===== config.mk =====
export PLATFORM = sky130hd
export DESIGN_NAME = ctrl_pipe
export DESIGN_NICKNAME = d
export VERILOG_FILES = /design/src/rtl/ctrl_pipe.sv
export SDC_FILE = /design/constraint.sdc
export NUM_CORES = 1
export LEC_CHECK = 0
export CORE_MARGIN = 3
export CORE_UTILIZATION = 37
export CTS_BUF_LIST = sky130_fd_sc_hd__clkbuf_4
export DETAILED_ROUTE_END_ITERATION = 7
export GPL_TIMING_DRIVEN = 0
export PLACE_DENSITY_LB_ADDON = 0.08
export SYNTH_ARGS = -nofsm -noshare
export SYNTH_HDL_FRONTEND = slang
export SYNTH_SLANG_ARGS = --single-unit

===== constraint.sdc =====
create_clock -name clk -period 2.5 [get_ports clk]
set_clock_uncertainty 0.1 [all_clocks]
set_input_delay 0.25 -clock clk [delete_from_list [all_inputs] [get_ports clk]]
set_output_delay 0.25 -clock clk [all_outputs]
set_load 0.02 [all_outputs]

===== src/rtl/ctrl_pipe.sv =====
// Control pipeline for the 5-stage MIPS core: ID/EX, EX/MEM, MEM/WB control registers,
// RAW hazard stall, branch/jump PC select. Define CTRL_PIPE_FORWARD_EN to enable EX forwarding.
module ctrl_pipe #(
  parameter int REG_W   = 5,
  parameter int ALUOP_W = 2
) (
  input  logic               clk,
  input  logic               reset,
  input  logic               id_RegWrite,
  input  logic               id_MemtoReg,
  input  logic               id_MemWrite,
  input  logic               id_MemRead,
  input  logic               id_RegDst,
  input  logic               id_ALUSrc,
  input  logic               id_Jump,
  input  logic               id_Brancheq,
  input  logic               id_Branchne,
  input  logic [ALUOP_W-1:0] id_ALUOP,
  input  logic [REG_W-1:0]   id_rs,
  input  logic [REG_W-1:0]   id_rt,
  input  logic [REG_W-1:0]   id_rd,
  input  logic               ex_zero,
  output logic [ALUOP_W-1:0] ex_ALUOP,
  output logic               ex_ALUSrc,
  output logic [REG_W-1:0]   ex_rs,
  output logic [REG_W-1:0]   ex_rt,
  output logic               mem_MemRead,
  output logic               mem_MemWrite,
  output logic               wb_RegWrite,
  output logic               wb_MemtoReg,
  output logic [REG_W-1:0]   wb_dest,
  output logic [1:0]         forward_a,
  output logic [1:0]         forward_b,
  output logic               stall,
  output logic               pc_write,
  output logic               ifid_write,
  output logic               if_flush,
  output logic [1:0]         pc_src
);

  typedef enum logic [1:0] {
    PC_SEQ    = 2'b00,
    PC_BRANCH = 2'b01,
    PC_JUMP   = 2'b10
  } pcSel_t;

  typedef enum logic [1:0] {
    FWD_RF  = 2'b00,
    FWD_WB  = 2'b01,
    FWD_MEM = 2'b10
  } fwdSel_t;

  // ID/EX state not exported directly
  logic             exRegWrite, exMemtoReg, exMemWrite, exMemRead;
  logic             exBrancheq, exBranchne;
  logic [REG_W-1:0] exDest;

  // EX/MEM state not exported directly
  logic             memRegWrite, memMemtoReg;
  logic [REG_W-1:0] memDest;

  logic   idUsesRt, exMatch, memMatch, exTaken, rawStall, bubble;
  pcSel_t pcSel;

  function automatic logic hitsId(input logic rw, input logic [REG_W-1:0] dest,
                                  input logic [REG_W-1:0] rs, input logic [REG_W-1:0] rt,
                                  input logic usesRt);
    return rw && (dest != '0) && ((dest == rs) || (usesRt && (dest == rt)));
  endfunction

  assign idUsesRt = ~id_ALUSrc | id_MemWrite | id_Brancheq | id_Branchne;
  assign exMatch  = hitsId(exRegWrite, exDest, id_rs, id_rt, idUsesRt);
  assign memMatch = hitsId(memRegWrite, memDest, id_rs, id_rt, idUsesRt);
  assign exTaken  = (exBrancheq & ex_zero) | (exBranchne & ~ex_zero);

`ifdef CTRL_PIPE_FORWARD_EN
  function automatic fwdSel_t fwdPick(input logic [REG_W-1:0] src);
    if (memRegWrite && (memDest != '0) && (memDest == src))
      return FWD_MEM;
    else if (wb_RegWrite && (wb_dest != '0) && (wb_dest == src))
      return FWD_WB;
    else
      return FWD_RF;
  endfunction

  assign rawStall  = exMemRead & exMatch;
  assign forward_a = fwdPick(ex_rs);
  assign forward_b = fwdPick(ex_rt);
`else
  assign rawStall  = exMatch | memMatch;
  assign forward_a = FWD_RF;
  assign forward_b = FWD_RF;
`endif

  // A taken branch overrides both the stall and any jump sitting in ID.
  always_comb begin
    stall      = 1'b0;
    pc_write   = 1'b1;
    ifid_write = 1'b1;
    if_flush   = 1'b0;
    bubble     = 1'b0;
    pcSel      = PC_SEQ;
    if (exTaken) begin
      pcSel    = PC_BRANCH;
      if_flush = 1'b1;
      bubble   = 1'b1;
    end else if (rawStall) begin
      stall      = 1'b1;
      pc_write   = 1'b0;
      ifid_write = 1'b0;
      bubble     = 1'b1;
    end else if (id_Jump) begin
      pcSel    = PC_JUMP;
      if_flush = 1'b1;
    end
  end

  assign pc_src = pcSel;

  always_ff @(posedge clk) begin
    if (reset || bubble) begin
      exRegWrite <= 1'b0;
      exMemtoReg <= 1'b0;
      exMemWrite <= 1'b0;
      exMemRead  <= 1'b0;
      exBrancheq <= 1'b0;
      exBranchne <= 1'b0;
      exDest     <= '0;
      ex_ALUOP   <= '0;
      ex_ALUSrc  <= 1'b0;
      ex_rs      <= '0;
      ex_rt      <= '0;
    end else begin
      exRegWrite <= id_RegWrite;
      exMemtoReg <= id_MemtoReg;
      exMemWrite <= id_MemWrite;
      exMemRead  <= id_MemRead;
      exBrancheq <= id_Brancheq;
      exBranchne <= id_Branchne;
      exDest     <= id_RegDst ? id_rd : id_rt;
      ex_ALUOP   <= id_ALUOP;
      ex_ALUSrc  <= id_ALUSrc;
      ex_rs      <= id_rs;
      ex_rt      <= id_rt;
    end
  end

  always_ff @(posedge clk) begin
    if (reset) begin
      memRegWrite  <= 1'b0;
      memMemtoReg  <= 1'b0;
      memDest      <= '0;
      mem_MemRead  <= 1'b0;
      mem_MemWrite <= 1'b0;
      wb_RegWrite  <= 1'b0;
      wb_MemtoReg  <= 1'b0;
      wb_dest      <= '0;
    end else begin
      memRegWrite  <= exRegWrite;
      memMemtoReg  <= exMemtoReg;
      memDest      <= exDest;
      mem_MemRead  <= exMemRead;
      mem_MemWrite <= exMemWrite;
      wb_RegWrite  <= memRegWrite;
      wb_MemtoReg  <= memMemtoReg;
      wb_dest      <= memDest;
    end
  end

endmodule


# After elaboration in Yosys (flattened, before gate mapping)
# Cells that the tools add are included.
# classes
n_eq_ne	4
n_mux	12
bitwise_logic	9
n_reduce_logical	11
# op_table
op	count
equality test 5 bit	4
nonzero test 5 bit	2
2-to-1 mux 1 bit	8
logical AND 1 bit	6
2-to-1 mux 2 bit	3
2-to-1 mux 5 bit	1
bitwise OR 1 bit	5
logical OR 1 bit	3
AND 1 bit	2
NOT 1 bit	2
# totals
register_bits	40
in_bits	29
output_inout_bits	32
wordCells	55

# Depth between registers and ports, before layout
# logic_depth
depth_word	11
mapped_depth	6
mapped_depth_nobuf	5

# Worst setup path after synthesis
# OpenSTA, ideal clock, no wires.
# synth_path
path_type	flip-flop to output port
startpoint	reg exDest[1]
endpoint	out pc_write
t_arrival_ps	1622
setup_slack_ps	528
stages_incl_launch_ff	6
path_cell_list	dfxtp_1 > or4_1 > o21ai_2 > o22a_1 > nand2b_1 > buf_4
# synth_via
elab_chain_len	7
# synth_rtl
item	line_no	text
from (decl)	56	logic [REG_W-1:0] exDest;
from (signal assigned)	140	exDest <= id_RegDst ? id_rd : id_rt;
equality test 5 bit	68	return rw && (dest != '0) && ((dest == rs) || (usesRt && (dest == rt)));
logical AND 1 bit	68	
logical OR 1 bit	68	
logical AND 1 bit (*)	68	
bitwise OR 1 bit (*)	90	assign rawStall = exMatch | memMatch;
2-to-1 mux 1 bit (*) (2 in a row)	-	
to (decl)	35	output logic pc_write,
# Mark *: on every way between the ends. The rest lies on a longest branch, timed or not.

# Worst setup path after layout
# layout_path
startpoint	in id_rt[3]
endpoint	out pc_write
# layout_via
elab_chain_len	7
# layout_rtl
item	line_no	text
from (decl)	20	input logic [REG_W-1:0] id_rt,
equality test 5 bit	68	
logical AND 1 bit	68	
logical OR 1 bit	68	
logical AND 1 bit	68	
bitwise OR 1 bit (*)	90	
2-to-1 mux 1 bit (*)	107	end else if (rawStall) begin
2-to-1 mux 1 bit (*)	103	if (exTaken) begin
# Marked as above.

==> results.md <==
- For the worst setup path, the data required time is 2150 ps.
- The sequential fraction of the synthesis area is 52.42%.
- The end of the worst register-to-register path is ex_rs[4]$_SDFF_PP0_.
- The worst-case IR drop observed on VDD is 0.0002657 V.
- Dividing total power by cell area gives a power density of 605.0 nW/um^2.
- After clock tree synthesis, the flow added hold-fix buffers numbering 0.
- The remaining antenna violation count is 0.
- Entering global routing, the biggest net connects 13 pins.
- The initial core utilization is 39.93%.
- The number of placement rows is 22.
- For this run, design rule violations remaining after detail routing come to 0.
- The die covers 4936 um^2.
- The achievable frequency is 411.7 MHz.
- Setup repair after global routing left no endpoint under its margin.
- For this block, the routed nets add up to 3153 um of wire.
- The final hold violation count is 0.
- The post-synthesis cell area is 1528 um^2.
- Internal power comes to 1.035 mW.
- The congestion estimate from routability-driven global placement came to 0.7824.
- Once layout is done, the placed cells without fillers occupy 2270 um^2.
- The final-layout worst hold slack is 149.0 ps.
- The worst hold path was traced through 2 stages.
- The top cell types in the final layout, fill and taps aside, are 48 x sky130_fd_sc_hd__clkdlybuf4s50_1, 37 x sky130_fd_sc_hd__dfxtp_1, 20 x sky130_fd_sc_hd__xor2_1, 20 x sky130_fd_sc_hd__nor2b_1, 19 x sky130_fd_sc_hd__and2_1.
- The critical path is of the primary input to primary output type.
- The part of the power in the clock network is 31.0%.
- Setup total negative slack on the finished layout was measured at 0 ps.
- The run finished with clean final reports.
- The net switching fraction of the power is 24.59%.
- The type of the worst min-delay path is primary input to register.
- For flop-to-flop paths, the worst setup slack is 640 ps.
- Setup slack on the critical path of the routed design comes to 71.21 ps.
- Dividing the detail-routed wire length by the instance count gives 12.32 um.
- The cell area reported after detailed placement is 2150 um^2.
- The number of distinct library cell variants in the gate-level netlist after synthesis is 25.
- The ratio of cells with drive above 1 in the final layout is 16.83%.
- In this run, synthesis produced a sequential element count of 40.
- Combinational cells account for 18.3% of the total power.
- The post-synthesis cell count is 140.
- The relative contribution of sequential cells to total power is 50.7%.
- The total instance count after detailed placement is 246.
- The HPWL after detailed placement is 2440 um.
- The beginning of the worst hold path is id_rt[1].
- The global-route wire length before repair is 5223 um.
- The worst setup path is captured at a primary output.
- The endpoint of the worst hold path is ex_rt[1]$_SDFF_PP0_.
- In this run the mean area of a mapped cell was 10.91 um^2.
- The final number of setup-violating endpoints is 0.
- Compared with the post-synthesis result, the final layout area differs by 48.57%.
- The die extent in x is 70.26 um.
- In the routed layout, each cell is associated on average with a via count of 4.367.
- The number of global-route vias before repair is 1061.
- Prior to clock tree synthesis, the placed netlist has a worst setup slack of -395.5 ps.
- In this run the tool buffered the top-level ports with 55 buffer cells.
- The max-cap check violation count is 0.
- After the first detailed-routing iteration, the DRC count stood at 27.
- The total routing usage reported by global routing is 13.55%.
- No sink is reached through more buffers than the 2 on the longest clock path.
- The floorplan step set the die height to 70.26 um.
- Clock-pin slew was measured on the worst setup and hold paths at 110 ps.
- The iteration count of the initial detailed-routing pass is 4.
- The total of warnings raised by yosys is 0.
- The latest clock arrival within the worst-skew pair is 350 ps.
- For this run, the share of the core covered by cells in the final layout is 59.32%.
- The static leakage power is 0.9794 nW.
- The fill cell total of the finished layout is 334.
- In this run the power spent charging and discharging nets is 0.3377 mW.
- The I/O pin total is 61.
- The cell at the root of the clock tree is sky130_fd_sc_hd__clkbuf_4.
- The worst path uses 97.15% of the clock period.
- TritonCTS built the clock tree.
- The startpoint identified for the worst register-to-register timing path is exDest[1]$_SDFF_PP0_.
- The launching element type of the critical path is a primary input.
- After layout, the minimum clock period comes to 2429 ps.
- The net count reported at finish is 236.
- The number of antenna violations at the first check in global routing is 0.
- The number of cells on the worst reg-to-reg path is 6.
- The number of standard cells in the layout, taps in and fillers out is 256.
- The leftover overflow at the end of global routing is 0.
- Total power for the finished layout comes to 1.373 mW.
- Clock tree synthesis inserted a total of 5 buffers.
- The standard cell core area is 3826 um^2.
- STA puts the critical path data arrival time at 2080 ps.
- The number of H-tree branching levels is 2.
- The number of max-slew violations in the final report came to 0.
- Of all nets on the critical path, the largest fanout is 4.
- The most common cell after layout, fill and taps aside is sky130_fd_sc_hd__clkdlybuf4s50_1.
- The total number of vias is 1118.
- The repair_antennas step left the layout with diodes totalling 0.
- The number of sinks on the clock net is 40.
[critical path, stage by stage]
cell and delay (ps):
sky130_fd_sc_hd__clkdlybuf4s50_1 490, sky130_fd_sc_hd__xor2_1 200, sky130_fd_sc_hd__nor4_1 300, sky130_fd_sc_hd__a22oi_1 150, sky130_fd_sc_hd__o22a_1 260, sky130_fd_sc_hd__nand2b_4 160, sky130_fd_sc_hd__buf_4 120, sky130_fd_sc_hd__buf_4 140
[logic make-up after synthesis]
kind of cell | share of synthesized area, %
muxes | 4.013
other | 0.2455
xor gates and xnor gates | 11.47
AOI/OAI and AO/OA | 4.505
and+or+nand+nor | 22.19
buffers and inverters | 5.159
DFF | 52.42
[Yosys cell counts]
library cell | instances | area, um^2
sky130_fd_sc_hd__xor2_1 | 20 | 175.2
sky130_fd_sc_hd__and3_1 | 1 | 6.260
sky130_fd_sc_hd__nor3_1 | 2 | 10.01
sky130_fd_sc_hd__mux2i_1 | 5 | 50.05
sky130_fd_sc_hd__buf_4 | 6 | 45.04
sky130_fd_sc_hd__and2_1 | 19 | 118.9
sky130_fd_sc_hd__o221a_4 | 1 | 20.02
sky130_fd_sc_hd__inv_1 | 1 | 3.750
sky130_fd_sc_hd__mux2_2 | 1 | 11.26
sky130_fd_sc_hd__buf_1 | 1 | 3.750
sky130_fd_sc_hd__clkbuf_1 | 1 | 3.750
sky130_fd_sc_hd__nand2b_1 | 1 | 6.260
sky130_fd_sc_hd__a21o_1 | 1 | 7.510
sky130_fd_sc_hd__dfxtp_1 | 40 | 800.8
sky130_fd_sc_hd__nor4_1 | 2 | 12.51
sky130_fd_sc_hd__buf_6 | 2 | 22.52
sky130_fd_sc_hd__nor2_1 | 6 | 22.52
sky130_fd_sc_hd__o22a_1 | 1 | 8.760
sky130_fd_sc_hd__nor2b_1 | 20 | 125.1
sky130_fd_sc_hd__nor4b_2 | 1 | 15.01
sky130_fd_sc_hd__and2b_1 | 1 | 7.510
sky130_fd_sc_hd__o21ai_2 | 2 | 17.52
sky130_fd_sc_hd__or4_1 | 2 | 15.01
sky130_fd_sc_hd__conb_1 | 1 | 3.750
sky130_fd_sc_hd__a22oi_1 | 2 | 15.01
[registers in the layout, indices dropped and copies added, names as in the netlist, 2 cells and up]
| name | flops |
|---|---|
| ex_ALUOP | 2 |
| wb_dest | 5 |
| ex_rt | 5 |
| memDest | 5 |
| ex_rs | 5 |
| exDest | 5 |
[worst max path at each step]
stage | depth (start not counted) | to | slack (ps) | startpoint
5_1_grt | 8 | pc_write | 7 | id_rt[3]
2_1_floorplan | 5 | pc_write | 530 | exDest[1]$_SDFF_PP0_
3_3_place_gp | 8 | pc_write | -390 | id_MemWrite
6_report | 8 | pc_write | 70 | id_rt[3]
4_1_cts | 5 | if_flush | 1 | exDest[1]$_SDFF_PP0_
3_5_place_dp | 8 | pc_write | -400 | id_MemWrite
[power by group through the flow]
stage	Clock, mW	Combinational (mW)	Sequential [mW]
after global routing	0.467	0.272	0.702
after global placement	0	0.242	0.710
after CTS	0.438	0.246	0.696
after detailed placement	0	0.245	0.710
final	0.425	0.251	0.697
after floorplan	0	0.107	0.729
[routing by layer]
metal  vias to the layer above  GRT usage, %  wire [um]
li1                        575             -          -
met2                        43         20.58       1478
met3                         5         4.892        227
met5                         -             0          0
met4                         0         5.106         47
met1                       495         17.48       1400
[cell type report]
type / count / area (um^2) / area share (%)
sequential: 40 / 804.5 / 35.45
multi-input combinational: 92 / 698.2 / 30.76
timing repair buffer: 57 / 548.0 / 24.15
buffer: 10 / 75.07 / 3.308
tap: 48 / 60.06 / 2.646
clock buffer: 6 / 45.04 / 1.985
clock inverter: 2 / 35.03 / 1.544
inverter: 1 / 3.754 / 0.1654
[what timing repair did]
action                                  4_1_cts  5_1_grt
pin swaps                                     2        6
endpoints found under the setup margin        5        5
endpoints found under the hold margin         0        0
resized for setup                            10       17
buffers inserted                              1        1
Note: power is estimated with default switching activity, not from simulation.
